### config.mk
export PLATFORM = sky130hd
export DESIGN_NAME = pdp11_io_ctrl_flat
export DESIGN_NICKNAME = d
export VERILOG_FILES = /design/src/rtl/pdp11_io_ctrl_pkg.sv /design/src/rtl/pdp11_io_ctrl_if.sv /design/src/rtl/pdp11_io_ctrl_timer.sv /design/src/rtl/pdp11_io_ctrl.sv /design/src/flat_wrapper.sv
export SDC_FILE = /design/constraint.sdc
export NUM_CORES = 1
export LEC_CHECK = 0
export BUFFER_PORTS_ARGS = -buffer_cell sky130_fd_sc_hd__buf_2
export CAP_MARGIN = 10
export CELL_PAD_IN_SITES_DETAIL_PLACEMENT = 2
export CELL_PAD_IN_SITES_GLOBAL_PLACEMENT = 2
export CORE_MARGIN = 2
export CORE_UTILIZATION = 30
export DETAILED_ROUTE_END_ITERATION = 6
export GPL_TIMING_DRIVEN = 0
export HOLD_SLACK_MARGIN = 0.1
export PLACE_DENSITY_LB_ADDON = 0.1
export REMOVE_ABC_BUFFERS = 1
export SYNTH_ARGS = -nofsm -noshare
export SYNTH_HDL_FRONTEND = slang
export SYNTH_HIERARCHICAL = 1
export SYNTH_SLANG_ARGS = --single-unit
### constraint.sdc
create_clock -name clk -period 4 [get_ports clk]
set_input_delay 0.2 -clock clk [delete_from_list [all_inputs] [get_ports clk]]
set_output_delay 0.2 -clock clk [all_outputs]
set_load 0.02 [all_outputs]
### src/rtl/pdp11_io_ctrl_pkg.sv
// Shared register map, timer register offsets, edge-select codes and CTRL bit positions
// for the PDP-11 GPIO/timer/interrupt peripheral.
package pdp11_io_ctrl_pkg;

  localparam logic [7:0] A_DDR      = 8'd0;
  localparam logic [7:0] A_PORT     = 8'd1;
  localparam logic [7:0] A_PIN      = 8'd2;
  localparam logic [7:0] A_INT_EN   = 8'd3;
  localparam logic [7:0] A_EDGE     = 8'd4;
  localparam logic [7:0] A_PEND     = 8'd5;
  localparam logic [7:0] A_TMR_BASE = 8'd8;
  localparam int unsigned TMR_STRIDE = 4;

  typedef enum logic [1:0] {
    T_PRE  = 2'd0,
    T_TOP  = 2'd1,
    T_CNT  = 2'd2,
    T_CTRL = 2'd3
  } tmr_reg_e;

  typedef enum logic [1:0] {
    EDGE_RISE = 2'b00,
    EDGE_FALL = 2'b01,
    EDGE_BOTH = 2'b10
  } edge_e;

  localparam int unsigned CTRL_RUN     = 0;
  localparam int unsigned CTRL_ONESHOT = 1;
  localparam int unsigned CTRL_IRQ_EN  = 2;

  // Codes 2'b10 and 2'b11 both select either-edge detection.
  function automatic logic edge_hit(input logic [1:0] code, input logic cur, input logic prev);
    if (code[1])      return cur ^ prev;
    else if (code[0]) return prev & ~cur;
    else              return cur & ~prev;
  endfunction

endpackage

### src/rtl/pdp11_io_ctrl_if.sv
// Core-side I/O port of the peripheral: register access bus plus interrupt request/acknowledge.
interface pdp11_io_ctrl_if #(parameter int unsigned IRQ_W = 7);
  logic [7:0]       io_addr;
  logic [15:0]      io_wdata;
  logic             io_wen;
  logic [15:0]      io_rdata;
  logic [IRQ_W-1:0] irq;
  logic [IRQ_W-1:0] irq_ack;

  modport master (output io_addr, io_wdata, io_wen, irq_ack, input io_rdata, irq);
  modport slave  (input io_addr, io_wdata, io_wen, irq_ack, output io_rdata, irq);
endinterface

### src/rtl/pdp11_io_ctrl_timer.sv
// One timer channel: PRE/TOP/CNT/CTRL registers, prescaler and an expiry pulse gated by irq_en.
module pdp11_io_timer
  import pdp11_io_ctrl_pkg::*;
#(
  parameter logic [15:0] PRE_RST = 16'd16
) (
  input  logic        clk,
  input  logic        rst,
  input  logic        wr_en,
  input  tmr_reg_e    reg_sel,
  input  logic [15:0] wdata,
  output logic [15:0] rdata,
  output logic        irq_set
);

  logic [15:0] pre, top, cnt, pre_ctr;
  logic [2:0]  ctrl;
  logic [15:0] pre_n, top_n, cnt_n, pre_ctr_n;
  logic [2:0]  ctrl_n;
  logic [16:0] pc_inc, pre_lim;
  logic        tick, expire;

  always_comb begin
    pc_inc  = {1'b0, pre_ctr} + 17'd1;
    pre_lim = (pre == '0) ? 17'd1 : {1'b0, pre};
    tick    = ctrl[CTRL_RUN] && (pc_inc >= pre_lim);
    expire  = tick && (cnt >= top);
    irq_set = expire && ctrl[CTRL_IRQ_EN];
  end

  // Tick effects first, then any CPU write overrides the register it targets.
  always_comb begin
    pre_n     = pre;
    top_n     = top;
    cnt_n     = cnt;
    ctrl_n    = ctrl;
    pre_ctr_n = pre_ctr;
    if (ctrl[CTRL_RUN]) pre_ctr_n = tick ? '0 : pc_inc[15:0];
    if (tick) begin
      if (expire) begin
        cnt_n            = '0;
        ctrl_n[CTRL_RUN] = ~ctrl[CTRL_ONESHOT];
      end else begin
        cnt_n = cnt + 16'd1;
      end
    end
    if (wr_en) begin
      case (reg_sel)
        T_PRE:   begin pre_n = wdata; pre_ctr_n = '0; end
        T_TOP:   top_n = wdata;
        T_CNT:   begin cnt_n = wdata; pre_ctr_n = '0; end
        default: ctrl_n = wdata[2:0];
      endcase
    end
  end

  // Timers free-run after reset with their interrupts disabled.
  always_ff @(posedge clk or posedge rst) begin
    if (rst) begin
      pre     <= PRE_RST;
      top     <= 16'h8000;
      cnt     <= '0;
      pre_ctr <= '0;
      ctrl    <= 3'b001;
    end else begin
      pre     <= pre_n;
      top     <= top_n;
      cnt     <= cnt_n;
      pre_ctr <= pre_ctr_n;
      ctrl    <= ctrl_n;
    end
  end

  always_comb begin
    case (reg_sel)
      T_PRE:   rdata = pre;
      T_TOP:   rdata = top;
      T_CNT:   rdata = cnt;
      default: rdata = {13'd0, ctrl};
    endcase
  end

endmodule

### src/rtl/pdp11_io_ctrl.sv
// PDP-11 I/O peripheral: GPIO with DDR/PORT, synchronised pin-change interrupts,
// N timer channels and a W1C pending register with a registered read port.
module pdp11_io_ctrl
  import pdp11_io_ctrl_pkg::*;
#(
  parameter int unsigned GPIO_W = 7,
  parameter int unsigned N_PINT = 5,
  parameter int unsigned N_TMR  = 2
) (
  input  logic              clk,
  input  logic              rst,
  pdp11_io_ctrl_if.slave    io,
  input  logic [GPIO_W-1:0] pin_in,
  output logic [GPIO_W-1:0] pin_out,
  output logic [GPIO_W-1:0] pin_oeb
);

  localparam int unsigned IRQ_W   = N_TMR + N_PINT;
  localparam logic [15:0] IEN_MSK = 16'((32'd1 << N_PINT) - 32'd1);
  localparam logic [15:0] EDG_MSK = 16'((32'd1 << (2 * N_PINT)) - 32'd1);

  logic [GPIO_W-1:0] ddr, port, s1, s2, sp;
  logic [15:0]       int_en, edge_sel, rdata_q, rd_val;
  logic [IRQ_W-1:0]  pend, pend_set, w1c;
  logic [15:0]       tmr_rdata [N_TMR];
  logic [N_TMR-1:0]  tmr_set;
  tmr_reg_e          reg_sel;

  assign reg_sel     = tmr_reg_e'(io.io_addr[1:0]);
  assign pin_out     = port;
  assign pin_oeb     = ~ddr;
  assign io.irq      = pend;
  assign io.io_rdata = rdata_q;

  for (genvar t = 0; t < N_TMR; t++) begin : g_tmr
    logic wr;
    assign wr = io.io_wen && (io.io_addr[7:2] == 6'(t + 2));
    pdp11_io_timer #(.PRE_RST(16'(16 << t))) u_tmr (
      .clk     (clk),
      .rst     (rst),
      .wr_en   (wr),
      .reg_sel (reg_sel),
      .wdata   (io.io_wdata),
      .rdata   (tmr_rdata[t]),
      .irq_set (tmr_set[t])
    );
  end

  always_comb begin
    pend_set            = '0;
    pend_set[N_TMR-1:0] = tmr_set;
    for (int unsigned i = 0; i < N_PINT; i++)
      pend_set[N_TMR+i] = int_en[i] && edge_hit(edge_sel[2*i +: 2], s2[i], sp[i]);
    w1c = (io.io_wen && io.io_addr == A_PEND) ? io.io_wdata[IRQ_W-1:0] : '0;
  end

  always_comb begin
    rd_val = 16'hFFFF;
    case (io.io_addr)
      A_DDR:    rd_val = 16'(ddr);
      A_PORT:   rd_val = 16'(port);
      A_PIN:    rd_val = 16'(s2);
      A_INT_EN: rd_val = int_en;
      A_EDGE:   rd_val = edge_sel;
      A_PEND:   rd_val = 16'(pend);
      default: begin
        for (int unsigned t = 0; t < N_TMR; t++)
          if (io.io_addr[7:2] == 6'(t + 2)) rd_val = tmr_rdata[t];
      end
    endcase
  end

  // Set beats clear so an event coinciding with ack/W1C is never lost.
  always_ff @(posedge clk or posedge rst) begin
    if (rst) begin
      ddr      <= '0;
      port     <= '0;
      s1       <= '0;
      s2       <= '0;
      sp       <= '0;
      int_en   <= '0;
      edge_sel <= '0;
      pend     <= '0;
      rdata_q  <= '0;
    end else begin
      s1   <= pin_in;
      s2   <= s1;
      sp   <= s2;
      pend <= pend_set | (pend & ~(io.irq_ack | w1c));
      if (!io.io_wen) begin
        rdata_q <= rd_val;
      end else begin
        case (io.io_addr)
          A_DDR:    ddr      <= io.io_wdata[GPIO_W-1:0];
          A_PORT:   port     <= io.io_wdata[GPIO_W-1:0];
          A_INT_EN: int_en   <= io.io_wdata & IEN_MSK;
          A_EDGE:   edge_sel <= io.io_wdata & EDG_MSK;
          default:  ;
        endcase
      end
    end
  end

endmodule
### src/flat_wrapper.sv
// flat-port wrapper written by rule: the top's interface ports become plain ports
module pdp11_io_ctrl_flat import pdp11_io_ctrl_pkg::*;
#(
  parameter int unsigned GPIO_W = 7,
  parameter int unsigned N_PINT = 5,
  parameter int unsigned N_TMR  = 2
)
  (clk, rst, pin_in, pin_out, pin_oeb, io_io_addr, io_io_wdata, io_io_wen, io_irq_ack, io_io_rdata, io_irq);
  pdp11_io_ctrl_if io_i ();
  input  logic clk;
  input  logic rst;
  input  logic [GPIO_W-1:0] pin_in;
  output logic [GPIO_W-1:0] pin_out;
  output logic [GPIO_W-1:0] pin_oeb;
  input wire logic [$bits(io_i.io_addr)-1:0] io_io_addr;
  input wire logic [$bits(io_i.io_wdata)-1:0] io_io_wdata;
  input wire logic [$bits(io_i.io_wen)-1:0] io_io_wen;
  input wire logic [$bits(io_i.irq_ack)-1:0] io_irq_ack;
  output wire logic [$bits(io_i.io_rdata)-1:0] io_io_rdata;
  output wire logic [$bits(io_i.irq)-1:0] io_irq;
  assign io_i.io_addr = io_io_addr;
  assign io_i.io_wdata = io_io_wdata;
  assign io_i.io_wen = io_io_wen;
  assign io_i.irq_ack = io_irq_ack;
  assign io_io_rdata = io_i.io_rdata;
  assign io_irq = io_i.irq;
  pdp11_io_ctrl #(.GPIO_W(GPIO_W), .N_PINT(N_PINT), .N_TMR(N_TMR)) u_core (.clk(clk), .rst(rst), .io(io_i), .pin_in(pin_in), .pin_out(pin_out), .pin_oeb(pin_oeb));
endmodule
==> impl_metrics.yaml <==
status:
  outcome: "finished, final reports clean"
yosys:
  ys.warnings.count: 6
  ys_seq_area_frac: 0.404
  synthSimpleGateAreaFrac: 0.184
  synth_top_family_by_area: "simple AND/OR/NAND/NOR gates"
  ys_async_sr_fraction: 1.00
  synth_area_per_cell_um2: 9.67
  synth.ff_latch_count: 205
  synth_area_mm2: 0.0127
  netlist_instances: 1316
  synthXorXnorAreaFrac: 0.0295
  synth_compound_area_frac: 0.128
  synth_adder_area_share: 0.0767
  synthMuxAreaShare: 0.123
  yosys_most_used_dff: "dfrtp_1"
  synth_enable_flop_cells: 0
  synth_cell_types: 85
layout:
  drive_gt1_frac: 0.223
  final_area_mm2: 0.0151
  area_growth_pct: 18.9
  stdcell_count: 1972
  multi_input_area_mm2: 0.00696
  final_cell_mix: "dfrtp_1 (199), nand2_1 (130), inv_1 (101)"
  n_fill_cell: 4522
  antennaDiodeCount: 0
  fin_util: 0.361
  seqCellArea_mm2: 0.00514
  layout_commonest_cell: "dfrtp_1"
  nets: 1530
floorplanning:
  fp-row-count: 75
  die-width_um: 210
  start_util: 0.303
  coreArea_mm2: 0.0419
  die_height_um: 210
  ios: 78
  die_area_mm2: 0.0441
sta:
  maxSlewHeadroom: 0.319
  post-route-min-period_ns: 3.78
  fin_crit_sh: 0.944
  setup_slack_ns: 0.225
  maxSlewViolCount: 0
  worstMarginPinSlew_ns: 1.02
  fin_tns_setup_ns: 0
  setup_viol: 0
  whs_ns: 0.165
  hold_viol_final: 0
  skew_ns: 0.00890
  fmax_mhz: 265
  rsz0062_at_grt: "true"
power_and_ir_drop:
  p_leak_nw: 6.65
  p_seq_frac: 0.385
  netSwitchingPower_mw: 2.77
  power.total_mw: 7.66
  switching_share: 0.361
  peakVddDrop_v: 0.000282
  p_comb_frac: 0.278
  internal_power_mw: 4.89
  power_density_mw_per_mm2: 506
  clkPwrFrac: 0.337
global_routing:
  grt_antenna_before_repair: 1
  grt_pass1_vias: 11600
  grt_pass1_wl_um: 70900
  grt_max_degree: 72
  overflow: 0
  gr-usage-all-layers: 0.208
worst_setup_path:
  r2r_start: "u_core/g_tmr[1].u_tmr/pre_ctr[0]"
  crit_path_start_kind: "register"
  critical_path_class: "register to register"
  cp.required_ns: 4.43
  r2r_slack_ns: 0.22
  crit_arrival_ns: 4.20
  crit_path_start: "u_core/g_tmr[1].u_tmr/pre_ctr[0]"
  r2r-end: "u_core/g_tmr[1].u_tmr/cnt[7]"
  critPathMaxFanout: 17
  r2r.worst_path.cells: 13
  crit_path_end_kind: "register"
  crit_path_end: "u_core/g_tmr[1].u_tmr/cnt[7]"
cts:
  clock-sinks: 205
  cts_tree: "yes"
  htreeDepth: 1
  clk_pin_slew_worst_paths_ns: 0.06
  clock_path_buffers: 3
  cts_root_buf: "clkbuf_16"
  clock_latency_ns: 0.56
  numCtsBuffers: 28
min_path:
  min_delay_path_depth: 2
  hp-start: "io_io_wen"
  hp-class: "primary input to register"
route:
  drc: 0
  totalWireLength_um: 45200
  num_vias: 10500
  vias_per_cell: 5.31
  detail-route-antenna-nets: 0
  dr.pass1.iters: 4
  initialDrtViolationCount: 500
  wl_per_cell_um: 22.9
placement:
  hpwl_um: 31900
  dp_cells: 1875
  io_buffers: 77
  place_ws_ns: -0.496
  dpl-instance-area_mm2: 0.0137
  gp_congestion: 0.768
flow_run:
  maxCapViolations: 0
-- critical path: stages (launching register included) --
cell	delay, ns
dfrtp_1	0.46
ha_1	0.34
nand3_4	0.15
nor2_1	0.35
xor2_1	0.14
ha_1	0.33
nand4_1	0.18
nor3_1	0.27
a2111oi_2	0.11
o311ai_4	0.39
buf_16	0.20
nand2_2	0.19
o21ai_2	0.38
o21ai_0	0.15
-- per-layer routing --
metal / global-route usage / share of wire / up-vias
met5: 0 / 0 / -
met4: 0.0472 / 0.020 / 0
met3: 0.0222 / 0.031 / 47
met2: 0.361 / 0.49 / 108
met1: 0.280 / 0.46 / 5409
li1: - / - / 4908
-- logic make-up after synthesis --
group	count (synthesis)
AND/OR/NAND/NOR	427
AO/OA/AOI/OAI	259
adder cells (fa/ha/maj)	78
XOR/XNOR	42
buffers and inverters	171
flip-flops	205
multiplexers	134
-- cells in the mapped netlist, drive strengths merged (21+ instances only) --
cell type | instances | share of area
dfrtp | 199 | 0.39
nand2 | 132 | 0.039
o21ai | 107 | 0.042
inv | 104 | 0.031
mux2 | 99 | 0.088
ha | 78 | 0.077
nor2 | 73 | 0.023
a21oi | 53 | 0.022
nand3 | 46 | 0.021
clkbuf | 42 | 0.012
nand4 | 28 | 0.015
nor3 | 28 | 0.012
mux2i | 27 | 0.021
buf | 25 | 0.013
xnor2 | 21 | 0.014
xor2 | 21 | 0.015
-- sequential cells by signal, indices dropped and copies added (netlist names) --
signal	flops
u_core/g_tmr.u_tmr/cnt	32
u_core/g_tmr.u_tmr/pre	32
u_core/g_tmr.u_tmr/pre_ctr	32
u_core/g_tmr.u_tmr/top	32
u_core/io.io_rdata	16
u_core/edge_sel	10
u_core/ddr	7
u_core/io.irq	7
u_core/pin_out	7
u_core/s1	7
u_core/s2	7
u_core/g_tmr.u_tmr/ctrl	6
u_core/int_en	5
u_core/sp	5
-- power groups by stage --
stage	logic [mW]	clock network, mW	registers (mW)
finish	2.13	2.58	2.95
global route	2.43	2.74	3.03
CTS	2.16	2.67	2.94
detailed placement	2.11	0	2.97
global placement	1.99	0	2.96
floorplan	1.46	0	2.79
-- worst min path at each step --
| stage | to | slack, ns |
|---|---|---|
| 6_report | u_core/io.io_rdata[2] | 0.17 |
| 5_1_grt | u_core/io.io_rdata[12] | 0.17 |
| 4_1_cts | u_core/io.io_rdata[2] | 0.14 |
| 3_5_place_dp | u_core/io.io_rdata[12] | 0.22 |
| 3_3_place_gp | u_core/s1[0] | 0.31 |
| 2_1_floorplan | u_core/s1[0] | 0.23 |
-- area by class of cell --
cell class	count	area share
Clock buffer	42	0.0578
Clock inverter	10	0.00529
Inverter	104	0.0263
Multi-Input combinational cell	942	0.460
Sequential cell	205	0.339
Tap cell	539	0.0446
Timing Repair Buffer	130	0.0664
-- timing repair --
item | CTS | global route
setup buffers | 1 | 8
hold buffers | 33 | 0
gates cloned | 1 | 1
pin swaps | 2 | 1
resized for setup | 3 | 6
endpoints found under the hold margin | 211 | 0
endpoints found under the setup margin | 29 | 30
(Power assumes the default switching activity.)
